## config.mk

```make
export PLATFORM = sky130hd
export DESIGN_NAME = fp32_mul_sequencer
export DESIGN_NICKNAME = d
export VERILOG_FILES = /design/src/rtl/fp32_mul_sequencer.sv
export SDC_FILE = /design/constraint.sdc
export NUM_CORES = 1
export LEC_CHECK = 0
export ABC_AREA = 1
export CORE_MARGIN = 2
export CORE_UTILIZATION = 67
export CTS_BUF_LIST = sky130_fd_sc_hd__clkbuf_4 sky130_fd_sc_hd__clkbuf_8
export DETAILED_ROUTE_END_ITERATION = 6
export PLACE_DENSITY = 0.89
export SETUP_SLACK_MARGIN = 0.1
export SYNTH_ARGS = -nofsm -noshare
export SYNTH_HDL_FRONTEND = slang
export SYNTH_SLANG_ARGS = --single-unit
```

## constraint.sdc

```tcl
create_clock -name clk -period 6.26 [get_ports clk]
set_input_delay 0.626 -clock clk [delete_from_list [all_inputs] [get_ports clk]]
set_output_delay 0.626 -clock clk [all_outputs]
set_load 0.05 [all_outputs]
```

## src/rtl/fp32_mul_sequencer.sv

```systemverilog
// fp32_mul_sequencer
//   Multi-cycle IEEE-754 single-precision multiplier controller. One
//   operation is in flight at a time: operands are captured in IDLE, then
//   the block steps through UNPACK, MUL (24 shift-add iterations), NORM,
//   ROUND and DONE, where the result is presented until consumed.
//   Denormal inputs are treated as zero; underflowing results are flushed.
//
// Handshakes: a transfer happens on a rising edge where valid and ready are
//   both high. The source holds its data/valid until that edge; the sink may
//   raise or lower ready freely while valid is low.
//
// Ports
//   clk        rising-edge clock
//   rst        synchronous active-high reset
//   in_valid   operand pair valid
//   in_ready   block can accept operands (state == IDLE)
//   a, b       IEEE-754 single operands
//   out_valid  result valid
//   out_ready  consumer accepts result
//   result     packed product
//   ovf/unf/nv overflow, underflow (flushed to zero), invalid
//   busy       high in every state except IDLE
//   dbg_state  current FSM state encoding

module fp32_mul_sequencer (
  input  logic        clk,
  input  logic        rst,
  input  logic        in_valid,
  output logic        in_ready,
  input  logic [31:0] a,
  input  logic [31:0] b,
  output logic        out_valid,
  input  logic        out_ready,
  output logic [31:0] result,
  output logic        ovf,
  output logic        unf,
  output logic        nv,
  output logic        busy,
  output logic [2:0]  dbg_state
);

  localparam logic [31:0] QNAN = 32'h7FC0_0000;

  typedef enum logic [2:0] {
    IDLE   = 3'd0,
    UNPACK = 3'd1,
    MUL    = 3'd2,
    NORM   = 3'd3,
    ROUND  = 3'd4,
    DONE   = 3'd5
  } state_t;

  state_t             state;
  logic [31:0]        a_q;
  logic [31:0]        b_q;
  logic               sign;
  logic signed [9:0]  exp_q;
  logic [23:0]        mcand;
  logic [23:0]        mplier;
  logic [47:0]        acc;
  logic [4:0]         cnt;
  logic [23:0]        mant;
  logic               guard;
  logic               sticky;

  assign in_ready  = (state == IDLE);
  assign busy      = (state != IDLE);
  assign dbg_state = state;

  // Operand classification of the captured pair
  logic [7:0]  ea, eb;
  logic [22:0] fa, fb;
  logic        a_zero, b_zero, a_inf, b_inf, a_nan, b_nan;

  always_comb begin
    ea     = a_q[30:23];
    eb     = b_q[30:23];
    fa     = a_q[22:0];
    fb     = b_q[22:0];
    a_zero = (ea == 8'h00);
    b_zero = (eb == 8'h00);
    a_inf  = (ea == 8'hFF) && (fa == 23'h0);
    b_inf  = (eb == 8'hFF) && (fb == 23'h0);
    a_nan  = (ea == 8'hFF) && (fa != 23'h0);
    b_nan  = (eb == 8'hFF) && (fb != 23'h0);
  end

  // Biased exponent sum, kept signed so underflow shows as <= 0
  logic signed [9:0] exp_sum;
  assign exp_sum = $signed({2'b00, ea}) + $signed({2'b00, eb}) - 10'sd127;

  // Shift-add partial product for the current iteration
  logic [47:0] addend;
  assign addend = mplier[cnt] ? ({24'd0, mcand} << cnt) : 48'd0;

  // Round-to-nearest-even; bit 24 is the carry out of the mantissa
  logic              rnd_inc;
  logic [24:0]       mant_rnd;
  logic signed [9:0] exp_rnd;
  assign rnd_inc  = guard && (sticky || mant[0]);
  assign mant_rnd = {1'b0, mant} + {24'd0, rnd_inc};
  assign exp_rnd  = exp_q + (mant_rnd[24] ? 10'sd1 : 10'sd0);

  always_ff @(posedge clk) begin
    if (rst) begin
      state     <= IDLE;
      a_q       <= 32'd0;
      b_q       <= 32'd0;
      sign      <= 1'b0;
      exp_q     <= 10'sd0;
      mcand     <= 24'd0;
      mplier    <= 24'd0;
      acc       <= 48'd0;
      cnt       <= 5'd0;
      mant      <= 24'd0;
      guard     <= 1'b0;
      sticky    <= 1'b0;
      out_valid <= 1'b0;
      result    <= 32'd0;
      ovf       <= 1'b0;
      unf       <= 1'b0;
      nv        <= 1'b0;
    end else begin
      case (state)
        IDLE: begin
          if (in_valid) begin
            a_q   <= a;
            b_q   <= b;
            ovf   <= 1'b0;
            unf   <= 1'b0;
            nv    <= 1'b0;
            state <= UNPACK;
          end
        end

        UNPACK: begin
          sign <= a_q[31] ^ b_q[31];
          if (a_nan || b_nan || (a_inf && b_zero) || (a_zero && b_inf)) begin
            result <= QNAN;
            nv     <= 1'b1;
            state  <= DONE;
          end else if (a_inf || b_inf) begin
            result <= {a_q[31] ^ b_q[31], 8'hFF, 23'h0};
            state  <= DONE;
          end else if (a_zero || b_zero) begin
            result <= {a_q[31] ^ b_q[31], 31'h0};
            state  <= DONE;
          end else begin
            exp_q  <= exp_sum;
            mcand  <= {1'b1, fa};
            mplier <= {1'b1, fb};
            acc    <= 48'd0;
            cnt    <= 5'd0;
            state  <= MUL;
          end
        end

        MUL: begin
          acc <= acc + addend;
          cnt <= cnt + 5'd1;
          if (cnt == 5'd23) begin
            state <= NORM;
          end
        end

        NORM: begin
          if (acc[47]) begin
            mant   <= acc[47:24];
            guard  <= acc[23];
            sticky <= |acc[22:0];
            exp_q  <= exp_q + 10'sd1;
          end else begin
            mant   <= acc[46:23];
            guard  <= acc[22];
            sticky <= |acc[21:0];
          end
          state <= ROUND;
        end

        ROUND: begin
          if (exp_rnd >= 10'sd255) begin
            result <= {sign, 8'hFF, 23'h0};
            ovf    <= 1'b1;
          end else if (exp_rnd <= 10'sd0) begin
            result <= {sign, 31'h0};
            unf    <= 1'b1;
          end else begin
            // On carry-out the mantissa is 1.0, so the fraction is zero
            result <= {sign, exp_rnd[7:0], mant_rnd[24] ? 23'h0 : mant_rnd[22:0]};
          end
          state <= DONE;
        end

        DONE: begin
          // out_valid rises one cycle after entering DONE and drops on the
          // consuming edge; in_ready follows only after the return to IDLE.
          if (!out_valid) begin
            out_valid <= 1'b1;
          end else if (out_ready) begin
            out_valid <= 1'b0;
            state     <= IDLE;
          end
        end

        default: state <= IDLE;
      endcase
    end
  end

endmodule

```

==> results of run 1 <==
[area by class of cell]
cell class / instances / area share, %
tap: 324 / 2.16
clock buffer: 72 / 4.91
clock inverter: 7 / 0.300
inverter: 440 / 8.81
timing repair buffer: 121 / 6.25
sequential: 240 / 25.6
antenna: 2 / 0.0267
multi-input combinational: 2028 / 51.9
[critical path, stage by stage, from the launching register on]
cell and delay (ps):
dfxtp_1 960, inv_2 180, a21oi_1 160, o21ai_0 110, nand3_1 80, nand3_1 90, nand2_1 130, nand2_1 300
nand2_1 690, o21ai_0 350, inv_1 140, ha_1 230, nand2_1 120, nor2_1 230, nand2_1 140, nor3_1 300
nand3_1 210, nand3_1 130, nand2_1 50, nand3_1 70, a21oi_1 70
[sequential cells by signal, indices dropped and copies added (netlist names)]
| signal | flops |
|---|---|
| mant | 24 |
| unf | 1 |
| mcand | 24 |
| acc | 48 |
| guard | 1 |
| nv | 1 |
| out_valid | 1 |
| sign | 1 |
| b_q | 32 |
| a_q | 32 |
| dbg_state | 3 |
| result | 32 |
| mplier | 23 |
| ovf | 1 |
| sticky | 1 |
| exp_q | 10 |
| cnt | 5 |
[cell usage after synthesis, types with 2 or more instances]
| master | instances | area, µm² |
|---|---|---|
| nor3_2 | 2 | 20.0 |
| buf_2 | 23 | 115 |
| nand3_1 | 158 | 791 |
| a21oi_1 | 219 | 1100 |
| o21a_1 | 3 | 22.5 |
| nand2_4 | 2 | 22.5 |
| fa_1 | 2 | 40.0 |
| xnor2_1 | 4 | 35.0 |
| o21ai_0 | 252 | 1260 |
| nor3b_1 | 3 | 22.5 |
| clkbuf_1 | 64 | 240 |
| nor2_1 | 301 | 1130 |
| nand2_2 | 2 | 12.5 |
| inv_2 | 8 | 30.0 |
| nand2_1 | 816 | 3060 |
| o21ai_1 | 4 | 20.0 |
| o211ai_1 | 2 | 15.0 |
| o31ai_1 | 5 | 37.5 |
| nor3_1 | 33 | 165 |
| a31oi_1 | 9 | 56.3 |
| nand3b_1 | 15 | 113 |
| and2_1 | 7 | 43.8 |
| inv_1 | 432 | 1620 |
| xor2_1 | 11 | 96.3 |
| buf_1 | 8 | 30.0 |
| dfxtp_1 | 240 | 4800 |
| a221oi_1 | 24 | 210 |
| nor2_4 | 4 | 45.0 |
| o21bai_1 | 7 | 52.6 |
| nand4_1 | 34 | 213 |
| or2_2 | 20 | 125 |
| buf_6 | 11 | 124 |
| mux2i_1 | 3 | 30.0 |
| ha_1 | 68 | 851 |
| nor4_1 | 4 | 25.0 |
| buf_4 | 6 | 45.0 |
[cell families after synthesis]
kind of cell / share of synthesized area (%)
compound gates: 16.8
xor+xnor: 0.784
fa+ha+maj: 5.32
buf+inv: 13.2
flops: 28.7
mux: 0.179
simple gates: 35.0
[final timing paths]
check	from	end	slack, ps	cells after the start
worst max-delay path	cnt[1]	acc[40]	1310	20
worst min-delay path	mplier[4]	mplier[4]	450	2
worst max register to register	cnt[1]	acc[40]	1310	20
worst min register to register	mplier[4]	mplier[4]	450	2
[power by group]
group	internal, mW	switching [mW]	leakage (nW)	total (mW)
sequential	1.90	0.290	1.96	2.19
clock	0.934	0.704	0.517	1.64
combinational	0.743	1.78	6.30	2.53
[metal layers]
layer  share of wire (%)  track usage (%)
met1                  41             50.4
met3                 9.5             7.30
met4                 4.9             18.9
met2                  45             64.3
met5                   0                0
[through the flow]
stage	hold WS [ps]	utilization, %	power (mW)
after global routing	468	76.7	6.72
final	452	76.7	6.35
after floorplan	420	-	4.05
after detailed placement	442	72.7	4.60
after global placement	436	72.7	4.52
after CTS	450	76.7	6.28
==> reports/results.txt, run 1 <==
The flow ran to the end, but the final reports show violations. The final reports fail on DRC. The reported leakage power was 8.77 nW; the clock-pin slew on the worst setup and hold paths was 60 ps.

Synthesis handed over a netlist of 2,821 instances. Along the worst path, the maximum fanout reaches 31. Number of buffers inserted by post-CTS setup repair: 0.

The critical path is of the register to register type. For this design, the sink count on the clock tree is 240. The smallest clock period supported by the final layout is computed as 4950 ps. Summed over all layers, the global routing overflow is 0. The Yosys step of the flow raised 0 warnings. After synthesis, the netlist uses 51 different library cells. The number of buffers inserted by hold repair at cts is 0.

Data on the critical path is required at its endpoint by 6650 ps. For this run, the post-layout net count is 3,012. The number of flops mapped to enable cells by yosys is 0, and the count of pins over their slew limit is 0. The worst hold path belongs to the class register to register. Before CTS, the worst setup slack after placement is 1540 ps. Across the whole layout, storage elements account for 4800 µm².

With fillers left out, the area of the finished cells amounts to 18,800 µm². For the number of placed I/O pins, the log shows 109. For the DRC violation total after the first TritonRoute iteration, the log shows 2,027.

The number of setup violations in the final report is 0. The die covers 26,300 µm². Wires add up to 53,100 µm. The multi-input combinational cell area was 9750 µm²; the overall via count from detail_route was 18,700. STA puts the critical path data arrival time at 5340 ps.

Clock tree synthesis selected as its root buffer the cell clkbuf_8. The total DRC errors in the routed layout was 4; the global-route wire length before repair was 84,300 µm. The weighted congestion at the end of routability-driven global placement came out at 1.03. Counting flops with an async set or reset pin after synthesis yields a share of 0%. The worst setup path is launched from a register. The maximum buffer depth of the clock tree came out at 3. STA classifies the critical path endpoint as a register. For the synthesized net count, the log shows 2,959.

The mapped netlist covers 16,800 µm². The peak supply drop came out at 0.335 mV. The die span in x is 162 µm. During placement, the flow inserted port buffers numbering 108. At the later pin of the worst-skew pair, clock insertion delay measures 570 ps.

At the pin with the least slew margin, the transition time is 1290 ps. The die is 162 µm tall. Entering global routing, the biggest net connects 141 pins. TritonCTS built the clock tree. Setup repair after global routing left no endpoint under its margin. The wire length per cell was 16.4 µm. The wire-length estimate of the detail-placed layout is 38,400 µm. In the routed layout, each cell is associated on average with a via count of 5.79. For the sequential area share after synthesis, the log shows 28.7%. In this run the remaining antenna-violating nets after routing total 0. Max-cap violations in this run came to 0.

The power per unit of standard cell area is 338 nW/µm². The final number of hold-violating endpoints came out at 0. The filler cells instantiated in the layout total 1,883. Global routing used 39.4% of the available tracks across all layers.

The worst clock skew is 20.3 ps, and the standard cell area after detailed placement is 17,800 µm². For the final routed database, the setup TNS stands at 0 ps. The effective utilization at floorplan is 68.5%. The count of non-filler cells in the finished layout was 3,234. The H-tree was split into 2 levels. Most common cell after layout, fill and taps aside: nand2_1. Among all flip-flop cells after synthesis, the most frequent one is dfxtp_1. After floorplanning, the core was divided into 57 placement rows. The synthesis-stage register bit count is 240.

The via count of the first global-routing pass is 17,200, and the fraction of final layout cells with drive strength greater than 1 is 4.81%. In this run the tightest slew margin relative to its limit is 13.9%. Dividing the synthesized area by the synthesized cell count gives 5.94 µm². In the layout the commonest cells are 816 x nand2_1, 431 x inv_1, 300 x nor2_1. The part of the cycle the worst path needs is 79.0%, and the number of cells upsized or downsized after cts is 0. The first-pass iteration count of the detailed router was 7. Including well taps, the total number of placed cells is 3,153. The number of antenna violations at the first check in global routing came out at 0. The number of clock buffers inserted by TritonCTS is 43, and the area added between synthesis and finish is 12.0%.

Setup slack closes at 1310 ps. In this run the standard cell core region covers 24,500 µm². The tools report the top achievable clock speed as 0.202 GHz.
Note: power is estimated with default switching activity, not from simulation.
==> run 2: changes to the inputs <==
--- a/config.mk
+++ b/config.mk
@@ -7,10 +7,10 @@
 export LEC_CHECK = 0
 export ABC_AREA = 1
 export CORE_MARGIN = 2
-export CORE_UTILIZATION = 67
+export CORE_UTILIZATION = 56
 export CTS_BUF_LIST = sky130_fd_sc_hd__clkbuf_4 sky130_fd_sc_hd__clkbuf_8
 export DETAILED_ROUTE_END_ITERATION = 6
-export PLACE_DENSITY = 0.89
+export PLACE_DENSITY = 0.79
 export SETUP_SLACK_MARGIN = 0.1
 export SYNTH_ARGS = -nofsm -noshare
 export SYNTH_HDL_FRONTEND = slang
==> constraint.sdc (replaced) <==
create_clock -name clk -period 4.4 [get_ports clk]
set_input_delay 0.44 -clock clk [delete_from_list [all_inputs] [get_ports clk]]
set_output_delay 0.44 -clock clk [all_outputs]
set_load 0.05 [all_outputs]
==> run 2 against run 1 <==
  * The flow now finishes without violations
  * Fmax up 24%
  * Wire length rose by 0.16%
  * Setup slack worse by 900 ps
  * Flip-flop and latch count unchanged
  * Via count down 2.5%
  * Count of clock-buffer cells in the layout shrank 9
  * Critical path depth rose by 2
  * Non-clock buffer count rose by 19
==> reports/results.txt, run 2 (same netlist as run 1, synthesis figures left out) <==
The flow ran to the end, and the final reports show no timing, DRC or antenna violations. The final-stage net count came out at 3,033 (+0.70%). Element type at the critical path end: a register. The tools report the startpoint type of the worst setup path as a register. Root buffer selected by CTS: clkbuf_8.

Setup repair after global routing left no endpoint under its margin. The number of cells in the design after placement was 3,237 (+2.7%); the worst clock skew was 16.7 ps (-3.59 ps). TritonCTS built the clock tree. The tools report the global-route wire length before repair as 84,900 µm (+0.64%). The count of maximum capacitance violations is 0 (unchanged).

acc holds more flip-flops than any other register. Wire length per cell: 16.0 µm (-2.3%). The headroom to the max-slew limit was 30.3% (+16 points); the pin count of the biggest net entering global routing was 91 (-35%). The top cell types in the final layout, fill and taps aside, are 814 x nand2_1, 431 x inv_1, 298 x nor2_1. The tools report the DRC violation total after the first TritonRoute iteration as 1,379 (-32%). Number of antenna-violating nets in the routed design: 0 (unchanged). The tools report the peak supply drop as 0.469 mV (+40%).

For the total net switching power, the log shows 3.93 mW (+42%). The maximum buffer depth of the clock tree was 3 (unchanged); the die span in x was 177 µm (+9.1%). Ratio of routed vias to standard cells: 5.51 (-4.9%). The number of diodes was 0 (-2); the smallest hold slack was 444 ps (-8.36 ps). The logs give 185 ps (-1360 ps) for the minimum setup slack after placement and 31,300 µm² (+19%) for the die outline area. The logs give 4810 ps (-1840 ps) for the critical path required time and 17,000 (-1.2%) for the via count of the first global-routing pass. The number of setup violations in the final report is 0 (unchanged), and the total DRC errors in the routed layout is 0 (-4).

The part of the cycle the worst path needs works out to 90.5% (+12 points). The number of buffers inserted by hold repair at cts is 0 (unchanged), and the share of power burned in combinational logic is 39.6% (-0.2 points). The shortest clock period the worst path allows after layout was 3980 ps (-963 ps). The tools report the clock sink count as 240 (unchanged). The tools report the overall via count from detail_route as 18,300 (-2.5%). The summed negative setup slack over all endpoints was 0 ps (unchanged). The number of clock buffers inserted by TritonCTS is 44 (+2.3%). The effective utilization at floorplan came out at 56.7% (-12 points). The relative contribution of the clock network to total power was 26.9% (+1.1 points); the die boundary height was 177 µm (+9.1%). The largest fanout on the critical path is 48 (+55%), and the fraction of final layout cells with drive strength greater than 1 is 5.67% (+0.86 points). The final number of hold-violating endpoints came out at 0 (unchanged).

The tools report the top achievable clock speed as 0.251 GHz (+24%). The placement row count was 63 (+11%). The slew at the pin closest to its max-slew limit was 1050 ps (-246 ps). For the placeable core region, the log shows 29,600 µm² (+21%). The relative contribution of sequential cells to total power was 33.5% (-0.9 points). Flip-flop count of the largest register, all copies and words added: 48 (unchanged). The H-tree depth reported by CTS was 2 (unchanged).

The half-perimeter wire length after placement was 40,500 µm (+5.6%); the area added between synthesis and finish was 14.1%. The number of antenna violations at the first check in global routing is 0 (unchanged), and the power after layout is 9.24 mW (+46%). Critical path class: register to register. The clock latency on the worst-skew pair is 590 ps (+20 ps), and the count of buffers inserted at the top-level ports is 108 (unchanged). The count of pins over their slew limit was 0 (unchanged). For the internal power summed over all cells, the log shows 5.31 mW (+49%).

The type of the tightest min-delay check is input pin to register. The power per unit of standard cell area was 483 nW/µm² (+43%); the post-layout worst setup margin was 417 ps (-897 ps). The total grt overflow was 0 (unchanged); the switching power as a share of total power was 42.5% (-1.2 points). The library cell used most frequently in the layout, excluding fill and tap cells, is nand2_1. Weighted congestion at the end of routability-driven global placement: 1.03 (-0.73%). The clock-pin slew on the worst setup and hold paths was 60 ps (about the same); the count of non-filler cells in the finished layout was 3,317 (+2.6%).

The number of placed I/O pins is 109 (unchanged). For the total routed wirelength, the log shows 53,200 µm (+0.16%). For the reported leakage power, the log shows 8.90 nW (+1.5%). For the first-pass iteration count of the detailed router, the log shows 5 (-2).

The logs give 4400 ps (-940 ps) for the worst endpoint data arrival time and 33.7% (-5.7 points) for the overall fraction of global-route tracks in use.
-- run 2: changes by cell type in the layout (fill, tap and decap cells not counted), sizes merged --
cell / previous run / this run
buf: 14 / 33
clkbuf: 72 / 63
bufinv: 0 / 4
clkinv: 6 / 9
clkinvlp: 1 / 3
diode: 2 / 0
inv: 440 / 439
nor2: 306 / 307
-- run 2: layout make-up --
type | instances | area (µm²)
Clock buffer | 63 | 836
Clock inverter | 15 | 194
Fill cell | 2870 | 10400
Inverter | 440 | 1650
Tap cell | 390 | 488
Timing Repair Buffer | 140 | 1350
Multi-Input combinational cell | 2029 | 9800
Sequential cell | 240 | 4800
-- run 2: repair_timing --
action	CTS	global route
endpoints found under the hold margin	0	0
gates resized for setup	0	12
endpoints found under the setup margin	0	37
buffers inserted	0	1
-- run 2: routing by layer --
metal | global-route usage [%] | wire (µm) | vias to the layer above
li1 | - | - | 9140
met1 | 44.3 | 23200 | 8366
met2 | 55.0 | 24000 | 637
met3 | 4.75 | 3610 | 130
met4 | 14.8 | 2320 | 0
met5 | 0 | 0 | -
-- run 2: critical path: stages (launching register included) --
cell,delay [ps]
dfxtp_1,440
buf_12,230
o21ai_0,150
nand2_1,100
nand2_1,50
o21ai_0,250
nand2_1,100
nand2_1,140
nor2_1,60
o21ai_0,190
buf_4,170
inv_1,40
ha_1,390
nand2_1,160
nor2_1,190
inv_1,80
nor2_1,240
and2_1,200
nand3_1,130
nand3_1,120
nand2_1,50
nand3_1,200
a21oi_1,100
-- run 2: power by group through the flow --
stage	Sequential, mW	Clock, mW	Combinational [mW]
global route	3.17	2.61	4.11
global placement	3.11	0	3.50
CTS	3.09	2.51	3.59
detailed placement	3.13	0	3.57
floorplan	3.12	0	2.64
finish	3.10	2.48	3.66
-- run 2: worst paths after layout --
kind / cells past startpoint / startpoint / slack (ps) / endpoint
setup / recovery: 22 / cnt[0] / 420 / acc[33]
hold reg to reg: 2 / mplier[4] / 450 / mplier[4]
hold / removal: 3 / b[11] / 440 / b_q[11]
setup reg to reg: 22 / cnt[0] / 420 / acc[33]
-- run 2: metrics by stage --
step	area, µm²	util (%)
floorplan	16800	-
global route	19100	64.7
CTS	19100	64.5
global placement	18000	61.0
detailed placement	18000	61.0
finish	19100	64.7
